File: config.mk
export PLATFORM = sky130hd
export DESIGN_NAME = ni_packetizer
export DESIGN_NICKNAME = d
export VERILOG_FILES = /design/src/rtl/ni_packetizer_pkg.sv /design/src/rtl/ni_credit_counter.sv /design/src/rtl/ni_packetizer.sv
export SDC_FILE = /design/constraint.sdc
export NUM_CORES = 1
export LEC_CHECK = 0
export ABC_AREA = 1
export ABC_CLOCK_PERIOD_IN_PS = 2400
export CAP_MARGIN = 0
export CORE_ASPECT_RATIO = 1.75
export CORE_UTILIZATION = 40
export CTS_BUF_LIST = sky130_fd_sc_hd__clkbuf_8 sky130_fd_sc_hd__clkbuf_16
export CTS_CLUSTER_DIAMETER = 50
export DETAILED_ROUTE_END_ITERATION = 10
export GPL_TIMING_DRIVEN = 0
export PLACE_DENSITY = 0.75
export SLEW_MARGIN = 20
export SYNTH_ARGS = -nofsm -noshare
export SYNTH_HDL_FRONTEND = slang
export SYNTH_HIERARCHICAL = 1
export SYNTH_SLANG_ARGS = --single-unit
export TNS_END_PERCENT = 50
File: constraint.sdc
create_clock -name clk -period 2.4 [get_ports clk]
set_input_delay 0.36 -clock clk [delete_from_list [all_inputs] [get_ports clk]]
set_output_delay 0.36 -clock clk [all_outputs]
set_load 0.005 [all_outputs]
File: src/rtl/ni_packetizer_pkg.sv
// Shared definitions for the network-interface transmit path: flit type codes,
// head-flit field offsets and the packetizer FSM encoding. The router input
// stage decodes the same field offsets.
package ni_packetizer_pkg;

    // Two-bit flit type carried in the top bits of every flit
    typedef enum logic [1:0] {
        FLIT_BODY     = 2'b00,
        FLIT_HEAD     = 2'b01,
        FLIT_TAIL     = 2'b10,
        FLIT_HEADTAIL = 2'b11
    } flit_type_e;

    // Node address width and head-flit field positions
    localparam int ADDR_W  = 3;
    localparam int DST_LSB = 0;
    localparam int SRC_LSB = 3;
    localparam int LEN_LSB = 6;

    // Packetizer control states
    typedef enum logic [1:0] {
        ST_IDLE = 2'd0,
        ST_HEAD = 2'd1,
        ST_BODY = 2'd2
    } ni_state_e;

endpackage

File: src/rtl/ni_credit_counter.sv
// Credit tracker for the router's local input buffer. Starts full, goes down
// on every flit sent and up on every returned credit. A credit returned while
// already full is an error; the count saturates and a sticky flag is raised.
module ni_credit_counter
    import ni_packetizer_pkg::*;
#(
    parameter int BUF_DEPTH = 4,
    parameter int CRD_W     = 3
) (
    input  logic clk,
    input  logic rst,
    input  logic send_i,
    input  logic credit_i,
    output logic can_send_o,
    output logic credit_err_o
);

    localparam logic [CRD_W-1:0] CNT_FULL = CRD_W'(BUF_DEPTH);

    logic [CRD_W-1:0] cnt_q, cnt_d;
    logic             err_q, err_d;

    // Next count: a send and a credit in the same cycle cancel each other out
    always_comb begin
        cnt_d = cnt_q;
        err_d = err_q;
        if (send_i && !credit_i) begin
            cnt_d = cnt_q - CRD_W'(1);
        end else if (!send_i && credit_i) begin
            if (cnt_q == CNT_FULL) begin
                err_d = 1'b1;
            end else begin
                cnt_d = cnt_q + CRD_W'(1);
            end
        end
    end

    // Counter and sticky error register, back to a full buffer on reset
    always_ff @(posedge clk) begin
        if (rst) begin
            cnt_q <= CNT_FULL;
            err_q <= 1'b0;
        end else begin
            cnt_q <= cnt_d;
            err_q <= err_d;
        end
    end

    assign can_send_o   = (cnt_q != '0);
    assign credit_err_o = err_q;

endmodule

File: src/rtl/ni_packetizer.sv
// Transmit-side network interface: turns a packet request plus a stream of
// payload words into head/body/tail flits for the router's local input port,
// paced by credits returned from the router.
module ni_packetizer
    import ni_packetizer_pkg::*;
#(
    parameter int DATA_W    = 32,
    parameter int LEN_W     = 4,
    parameter int BUF_DEPTH = 4,
    parameter int CRD_W     = 3
) (
    input  logic              clk,
    input  logic              rst,
    input  logic [2:0]        router_add,
    input  logic              req_valid,
    output logic              req_ready,
    input  logic [2:0]        req_dst,
    input  logic [LEN_W-1:0]  req_len,
    input  logic              dat_valid,
    output logic              dat_ready,
    input  logic [DATA_W-1:0] dat_data,
    output logic              flit_valid,
    output logic [DATA_W+1:0] flit_data,
    input  logic              credit_in,
    output logic              credit_err
);

    ni_state_e         state_q, state_d;
    logic [2:0]        dst_q;
    logic [LEN_W-1:0]  len_q;
    logic [LEN_W-1:0]  rem_q, rem_d;
    logic              flit_valid_q, flit_valid_d;
    logic [DATA_W+1:0] flit_data_q, flit_data_d;
    logic [DATA_W-1:0] head_payload;
    flit_type_e        flit_type;
    logic              send;
    logic              can_send;

    ni_credit_counter #(
        .BUF_DEPTH (BUF_DEPTH),
        .CRD_W     (CRD_W)
    ) u_credit (
        .clk          (clk),
        .rst          (rst),
        .send_i       (send),
        .credit_i     (credit_in),
        .can_send_o   (can_send),
        .credit_err_o (credit_err)
    );

    // FSM state register
    always_ff @(posedge clk) begin
        if (rst) begin
            state_q <= ST_IDLE;
        end else begin
            state_q <= state_d;
        end
    end

    // FSM next state: leave BODY only on the handshake of the last word
    always_comb begin
        state_d = state_q;
        case (state_q)
            ST_IDLE: if (req_valid && req_ready) state_d = ST_HEAD;
            ST_HEAD: if (send) state_d = (len_q == '0) ? ST_IDLE : ST_BODY;
            ST_BODY: if (send && rem_q == LEN_W'(1)) state_d = ST_IDLE;
            default: state_d = ST_IDLE;
        endcase
    end

    // FSM outputs: handshakes and the send strobe, all held off during reset
    always_comb begin
        req_ready = 1'b0;
        dat_ready = 1'b0;
        send      = 1'b0;
        if (!rst) begin
            case (state_q)
                ST_IDLE: req_ready = 1'b1;
                ST_HEAD: send      = can_send;
                ST_BODY: begin
                    dat_ready = can_send;
                    send      = dat_valid && can_send;
                end
                default: ;
            endcase
        end
    end

    // Head payload assembled from the latched request and this node's address
    always_comb begin
        head_payload                      = '0;
        head_payload[DST_LSB +: ADDR_W]   = dst_q;
        head_payload[SRC_LSB +: ADDR_W]   = router_add;
        head_payload[LEN_LSB +: LEN_W]    = len_q;
    end

    // Flit to emit this cycle and the remaining-word count after it
    always_comb begin
        flit_valid_d = send;
        flit_data_d  = flit_data_q;
        rem_d        = rem_q;
        flit_type    = FLIT_BODY;
        if (send && state_q == ST_HEAD) begin
            flit_type   = (len_q == '0) ? FLIT_HEADTAIL : FLIT_HEAD;
            flit_data_d = {flit_type, head_payload};
            rem_d       = len_q;
        end else if (send && state_q == ST_BODY) begin
            flit_type   = (rem_q == LEN_W'(1)) ? FLIT_TAIL : FLIT_BODY;
            flit_data_d = {flit_type, dat_data};
            rem_d       = rem_q - LEN_W'(1);
        end
    end

    // Datapath registers; flit_data holds its value between emissions
    always_ff @(posedge clk) begin
        if (rst) begin
            dst_q        <= '0;
            len_q        <= '0;
            rem_q        <= '0;
            flit_valid_q <= 1'b0;
            flit_data_q  <= '0;
        end else begin
            if (req_valid && req_ready) begin
                dst_q <= req_dst;
                len_q <= req_len;
            end
            rem_q        <= rem_d;
            flit_valid_q <= flit_valid_d;
            flit_data_q  <= flit_data_d;
        end
    end

    assign flit_valid = flit_valid_q;
    assign flit_data  = flit_data_q;

endmodule

==> out/metrics.csv, run 1 <==
stage,metric,value,unit
detailed_routing,drt first pass iters,5,
power,Power per Cell Area,608,nW/um^2
sta,fin. max-slew vios,0,
hold_path,worst hold path depth,2,
floorplan,placeable core region,5830,sq um
clock_tree,CTS tree,done,
placed_design,half-perimeter wire length of the detailed placement result,4580,microns
run,max-cap check violation count,0,
logic_synthesis,biggest area consumer among synthesized cells,dfxtp_1,
placed_design,"worst slack, placed",-0.718,ns
detailed_routing,final WL,6090,microns
sta,upper clock frequency limit,0.439,GHz
grt,overflow left after global routing,0,
sta,setup skew after layout,0.0124,ns
clock_tree,cts hold-fix bufs,0,
logic_synthesis,#FFs+latches synth,52,
floorplan,Core Rows,37,
floorplan,overall die area,6350,sq um
detailed_routing,Post-route DRC,0,
grt,vias in the first global route,2201,
critical_path,critical path start-end classification,reg -> out,
hold_path,Hold Path Sink,u_credit/credit_err_o,
detailed_routing,number of DRC markers after the initial detailed-route iteration,77,
layout,final net count,446,
grt,maximum number of pins on one net before global-route repair,21,
critical_path,Setup crit end kind,output pin,
run_status,run status,"complete, no violations",
logic_synthesis,total nets after synthesis,354,
detailed_routing,mean routed wirelength per cell,13.0,microns
sta,final-layout worst hold slack,0.456,ns
floorplan,Horiz. Die Dim,60.7,microns
sta,post-route setup slack,0.124,ns
floorplan,die height,105,microns
logic_synthesis,Mapped Area,2410,sq um
sta,Fin. Hold Viols,0,
layout,count of inserted antenna diode cells,0,
placed_design,Placed Cells,460,
power,VDD IR max,0.000363,V
sta,normalized max-slew margin,69.8,%
critical_path,top fanout value on the critical path,10,
layout,area growth from synthesis to layout,46.2,%
sta,final critical delay including setup and external delays,2.28,ns
logic_synthesis,Ys Warns,6,
clock_tree,master cell of the clock root buffer,clkbuf_8,
logic_synthesis,library cells used by synthesis,30,
critical_path,data required time at the worst endpoint,2.04,ns
critical_path,kind of start point of the critical path,flip-flop,
logic_synthesis,Mapped Avg Cell Area,8.09,sq um
placed_design,Routability Congestion,0.762,
critical_path,Arrival @ worst endpoint,1.92,ns
detailed_routing,antenna violation net count after detailed routing,0,
critical_path,endpoint of the most critical register-to-register path,u_credit/cnt_q[1],
sta,unrepaired setup endpoints after global routing,no,
logic_synthesis,count of mapped cells out of synthesis,298,
grt,all-layer global routing usage,19.4,%
sta,Setup Viol. Count Final,0,
clock_tree,number of clock buffers inserted by TritonCTS,5,
clock_tree,Clock transition at path regs,0.08,ns
sta,share of the cycle needed by the critical path after routing,94.8,%
clock_tree,Max Root-Sink Buffers,2,
floorplan,effective utilization at floorplan,41.3,%
floorplan,top-level I/O count,85,
critical_path,register-to-register setup slack,0.16,ns
hold_path,min-delay worst type,reg -> reg,
detailed_routing,via-per-instance ratio,4.93,
logic_synthesis,area share of the largest cell type after synthesis,43.2,%
grt,global-route wire length before repair,9550,microns
detailed_routing,DR vias,2313,
clock_tree,sinks on the clock net,52,
layout,most frequent cells in the layout,"clkdlybuf4s50_1 (83), nand2_1 (56), dfxtp_1 (49)",
placed_design,port buffer count,84,
sta,slew at the pin with the worst max-slew slack,0.452,ns
critical_path,depth of the most critical reg-to-reg path,14,
power,reported leakage power,1.37,nW
clock_tree,clock network latency to the later pin of the worst-skew pair,0.31,ns
logic_synthesis,largest cells by area after synthesis,"dfxtp_1 (43%), nand2_1 (8.7%), nand3_1 (7.5%)",
layout,Final Non-Filler Cells,469,
clock_tree,depth of the CTS H-tree,2,
layout,layout cells sized above 1,15.9,%
grt,initial antenna violation count,0,
critical_path,Worst R2R Start,state_q[0],
hold_path,worst hold path startpoint,u_credit/credit_err_o,
layout,"commonest non-fill, non-tap cell in the layout",clkdlybuf4s50_1,
layout,# fillers,542,
logic_synthesis,sequential-to-total area share from yosys stat,43.2,%
## final cells by class
cell class	instances	area, sq um	share of cell area, %
Inverter	26	103	2.91
Timing Repair Buffer	86	872	24.8
Clock inverter	2	11.3	0.320
Multi-Input combinational cell	204	1190	33.8
Tap cell	78	97.6	2.77
Sequential cell	52	1050	29.7
Buffer	15	120	3.41
Clock buffer	6	82.6	2.34
## state kept, by name, indices dropped and copies added, names as in the netlist
name	flops
u_credit/cnt_q	3
state_q	2
len_q	4
flit_valid	1
dst_q	3
flit_data	34
u_credit/credit_err_o	1
rem_q	4
## through the flow
stage | util, % | area (sq um) | setup TNS, ns | power [mW]
floorplan | - | 2410 | 0 | 1.39
global placement | 57.4 | 3350 | -1.79 | 1.59
detailed placement | 57.4 | 3350 | -1.95 | 1.61
CTS | 59.2 | 3460 | 0 | 2.14
global route | 60.4 | 3520 | 0 | 2.28
finish | 60.4 | 3520 | 0 | 2.14
## where the power goes
group,internal (mW),total (mW),switching (mW),leakage [nW]
clock,0.231,0.510,0.279,0.0486
sequential,0.938,1.01,0.0705,0.422
combinational,0.292,0.624,0.332,0.903
total,1.46,2.14,0.682,1.37
## worst max-delay path, cell delays in order, from the launching register on
cell and delay [ns]:
dfxtp_4 0.37, inv_4 0.08, ha_1 0.16, buf_6 0.13, buf_2 0.22, nand2_1 0.08, nor2_1 0.08, clkdlybuf4s50_1 0.50
## logic make-up (layout without fill, tap and decap cells)
kind of cell	count (synthesis)	after routing	share of synthesized area, %
and+or+nand+nor	125	125	26.1
AOI/OAI and AO/OA	69	69	16.4
DFF	52	52	43.2
buffers and inverters	42	135	8.98
adders and majority gates	9	9	4.98
xor gates and xnor gates	1	1	0.364
## Yosys cell counts, drive strengths merged
library cell	count
nand2	71
dfxtp	52
a21oi	40
nand3	37
inv	26
o21ai	19
nor2	13
buf	12
ha	8
o22ai	6
a31oi	4
clkbuf	4
nor3	2
fa	1
nand3b	1
or2	1
xnor2	1
## metal layers
metal	vias to the layer above	GRT usage (%)	share of wire, %
met3	13	3.71	5.0
met1	1046	20.4	41
li1	1172	-	-
met5	-	0	0
met4	0	7.95	2.1
met2	82	35.6	52
## how the worst max path moves through the flow
| stage | to | slack, ns | cells past startpoint | startpoint |
|---|---|---|---|---|
| after floorplan | u_credit/cnt_q[1] | 0.03 | 14 | state_q[1] |
| after global placement | u_credit/cnt_q[1] | -0.67 | 14 | rst |
| after detailed placement | u_credit/cnt_q[1] | -0.72 | 14 | rst |
| after CTS | u_credit/cnt_q[1] | 0.007 | 13 | state_q[1] |
| after global routing | u_credit/cnt_q[1] | 0.02 | 14 | state_q[0] |
| final | dat_ready | 0.12 | 7 | state_q[0] |
## timing repair
action                     4_1_cts  5_1_grt
gates cloned                     0        1
setup endpoints to repair        3        3
resized for setup                6       10
buffers inserted                 0        1
Note: power is estimated with default switching activity, not from simulation.
==> run 2: changes to the inputs <==
--- a/config.mk
+++ b/config.mk
@@ -6,5 +6,4 @@
 export NUM_CORES = 1
 export LEC_CHECK = 0
-export ABC_AREA = 1
 export ABC_CLOCK_PERIOD_IN_PS = 2400
 export CAP_MARGIN = 0
@@ -15,5 +14,5 @@
 export DETAILED_ROUTE_END_ITERATION = 10
 export GPL_TIMING_DRIVEN = 0
-export PLACE_DENSITY = 0.75
+export PLACE_DENSITY = 0.76
 export SLEW_MARGIN = 20
 export SYNTH_ARGS = -nofsm -noshare
==> constraint.sdc (replaced) <==
create_clock -name clk -period 2.4 [get_ports clk]
set_input_delay 0.36 -clock clk [delete_from_list [all_inputs] [get_ports clk]]
set_output_delay 0.36 -clock clk [all_outputs]
set_load 0.05 [all_outputs]
==> out/metrics.csv, run 2 <==
stage,metric,value,unit
power,fraction of power spent switching nets,33.5,%
placed_design,Routability Congestion,0.866,
layout,number of flip-flops under the largest register name,34,
grt,maximum number of pins on one net before global-route repair,16,
power,Power per Cell Area,619,nW/um^2
layout,# fillers,507,
hold_path,worst hold path depth,2,
logic_synthesis,area share of the largest cell type after synthesis,45.1,%
clock_tree,clock network latency to the later pin of the worst-skew pair,0.30,ns
logic_synthesis,biggest area consumer among synthesized cells,dfxtp_1,
layout,most frequent cells in the layout,"clkdlybuf4s50_1 (80), dfxtp_1 (50), nand2_1 (44)",
power,portion of total power attributed to sequential cells,45.1,%
clock_tree,sinks on the clock net,52,
logic_synthesis,number of enable flip-flop cells after synthesis,0,
logic_synthesis,library cells used by synthesis,44,
run,max-cap check violation count,0,
logic_synthesis,Ys Warns,6,
layout,summed area of non-filler cells in the final layout,3430,sq um
layout,final net count,427,
layout,Finished Core Util,61.8,%
grt,overflow left after global routing,0,
sta,slew at the pin with the worst max-slew slack,0.539,ns
critical_path,peak per-stage delay on the critical path,0.42,ns
logic_synthesis,total nets after synthesis,330,
logic_synthesis,most frequent cell after synthesis,dfxtp_1,
detailed_routing,antenna violation net count after detailed routing,0,
detailed_routing,drt first pass iters,4,
logic_synthesis,Mapped Avg Cell Area,8.42,sq um
critical_path,kind of start point of the critical path,flip-flop,
critical_path,Worst R2R Start,state_q[0],
floorplan,placeable core region,5540,sq um
clock_tree,CTS tree,done,
power,VDD IR max,0.000481,V
clock_tree,Max Root-Sink Buffers,2,
floorplan,die height,102,microns
floorplan,effective utilization at floorplan,41.6,%
detailed_routing,number of DRC markers after the initial detailed-route iteration,95,
clock_tree,depth of the CTS H-tree,2,
critical_path,critical path start-end classification,reg -> reg,
hold_path,worst hold path startpoint,flit_data[4],
power,switching power of the nets,0.710,mW
critical_path,worst path cell trace,inv_2 -> ha_4 -> nand3b_4 -> or2_1 -> buf_6 -> inv_4 -> ha_4 -> inv_2 -> fa_2 -> o21bai_1 -> o21ai_0 -> a21oi_1,
clock_tree,master cell of the clock root buffer,clkbuf_8,
logic_synthesis,most common library cells after synthesis,"dfxtp_1 (52), nand2_1 (44), a21oi_1 (41), nand3_1 (29)",
clock_tree,cts hold-fix bufs,0,
sta,Fin. Hold Viols,0,
placed_design,port buffer count,83,
hold_path,Hold Path Sink,flit_data[4],
layout,layout cells sized above 1,12.4,%
floorplan,overall die area,6090,sq um
logic_synthesis,Mapped Area,2310,sq um
detailed_routing,Post-route DRC,0,
power,reported leakage power,1.22,nW
floorplan,Core Rows,36,
logic_synthesis,#FFs+latches synth,52,
critical_path,top fanout value on the critical path,5,
detailed_routing,via-per-instance ratio,5.22,
critical_path,register-to-register setup slack,0.06,ns
sta,share of the cycle needed by the critical path after routing,97.3,%
grt,initial antenna violation count,0,
logic_synthesis,most used flip-flop cell after synthesis,dfxtp_1,
critical_path,depth of the most critical reg-to-reg path,12,
sta,upper clock frequency limit,0.428,GHz
placed_design,half-perimeter wire length of the detailed placement result,4430,microns
logic_synthesis,share of synthesized flip-flops with an asynchronous set or reset,0,%
detailed_routing,DR vias,2333,
hold_path,min-delay worst type,reg -> reg,
detailed_routing,final WL,6120,microns
clock_tree,number of clock buffers inserted by TritonCTS,5,
critical_path,data required time at the worst endpoint,2.59,ns
power,cell internal power dissipation,1.41,mW
critical_path,endpoint of the most critical register-to-register path,u_credit/cnt_q[2],
critical_path,Setup crit end kind,flip-flop,
critical_path,slowest library cell on the worst path,fa_2,
logic_synthesis,count of mapped cells out of synthesis,274,
placed_design,cell area after placement,3270,sq um
critical_path,buffers and inverters on the worst path,4,
sta,Setup Viol. Count Final,0,
layout,multi-input logic area,1150,sq um
sta,final critical delay including setup and external delays,2.34,ns
layout,area growth from synthesis to layout,48.5,%
layout,Register Area,1040,sq um
critical_path,Arrival @ worst endpoint,2.53,ns
sta,setup skew after layout,0.00484,ns
clock_tree,Clock transition at path regs,0.09,ns
power,Gate power share,32.3,%
power,Clk pwr share,22.6,%
layout,count of inserted antenna diode cells,0,
floorplan,top-level I/O count,85,
sta,normalized max-slew margin,63.9,%
grt,all-layer global routing usage,20.7,%
run_status,run status,"complete, no violations",
layout,"commonest non-fill, non-tap cell in the layout",clkdlybuf4s50_1,
grt,vias in the first global route,2158,
detailed_routing,mean routed wirelength per cell,13.7,microns
critical_path,crit-path leading delay family,adder cells,
critical_path,crit path from,state_q[0],
logic_synthesis,largest cells by area after synthesis,"dfxtp_1 (45%), a21oi_1 (8.9%), nand2_1 (7.2%)",
floorplan,Horiz. Die Dim,59.4,microns
sta,fin. max-slew vios,0,
logic_synthesis,sequential-to-total area share from yosys stat,45.1,%
grt,global-route wire length before repair,9770,microns
==> run 2: cell types whose count changed in the layout (fill, tap and decap cells not counted), sizes merged, moves of 3 or more <==
cell,previous run,this run
o21ai,19,3
nand2b,0,5
clkdlybuf4s50,83,80
o221ai,0,6
or3b,0,3
nand2,71,44
a221oi,0,4
a31oi,4,1
o22ai,6,0
a211oi,0,5
nand3,37,29
inv,27,14
buf,12,22
==> run 2: layout make-up <==
type | count | share of cell area, %
tap | 76 | 2.78
buffer | 19 | 3.29
sequential | 52 | 30.5
clock buffer | 5 | 2.01
multi-input combinational | 188 | 33.6
timing repair buffer | 91 | 25.8
inverter | 14 | 1.68
clock inverter | 2 | 0.365
==> run 2: how the worst max path moves through the flow <==
stage | end | slack (ns) | depth (start not counted)
2_1_floorplan | u_credit/cnt_q[2] | 0.02 | 13
3_3_place_gp | dat_ready | -0.65 | 5
3_5_place_dp | dat_ready | -0.68 | 5
4_1_cts | u_credit/cnt_q[2] | -0.003 | 13
5_1_grt | u_credit/cnt_q[2] | -0.07 | 12
6_report | u_credit/cnt_q[2] | 0.06 | 12
==> run 2: what timing repair did <==
action | 4_1_cts | 5_1_grt
setup buffers | 3 | 5
resized for setup | 13 | 7
pin swaps | 1 | 6
setup endpoints to repair | 5 | 5
==> run 2: through the flow <==
stage	power, mW	setup TNS (ns)	hold WS, ns	cells	setup slack, ns
2_1_floorplan	1.39	0	0.422	274	0.0171
3_3_place_gp	1.60	-2.04	0.439	433	-0.649
3_5_place_dp	1.62	-2.26	0.442	433	-0.676
4_1_cts	2.12	-0.00260	0.455	443	-0.00260
5_1_grt	2.24	-0.0729	0.476	447	-0.0729
6_report	2.12	0	0.456	447	0.0642
==> run 2: kinds of logic after synthesis <==
group                      synth area share, %
muxes                                    0.434
adders and majority gates                 5.21
buffers and inverters                     7.05
DFF                                       45.1
and+or+nand+nor                           22.1
xor gates and xnor gates                 0.380
AOI/OAI and AO/OA                         19.7
==> run 2: worst min-delay path: stages (launching register included) <==
cell and delay [ns]:
dfxtp_1 0.32, nand2_1 0.05, a21oi_1 0.05
==> run 2: power by group through the flow <==
| stage | logic [mW] | clock network, mW | registers, mW |
|---|---|---|---|
| after floorplan | 0.367 | 0 | 1.03 |
| after global placement | 0.635 | 0 | 0.970 |
| after detailed placement | 0.645 | 0 | 0.971 |
| after CTS | 0.670 | 0.493 | 0.954 |
| after global routing | 0.751 | 0.527 | 0.963 |
| final | 0.685 | 0.479 | 0.956 |
==> run 2: per-layer routing <==
metal | vias to the layer above | global-route usage [%] | wire length, microns
met5 | - | 0 | 0
met4 | 0 | 8.97 | 147
met3 | 14 | 3.29 | 343
li1 | 1151 | - | -
met1 | 1080 | 22.5 | 2340
met2 | 88 | 38.2 | 3290
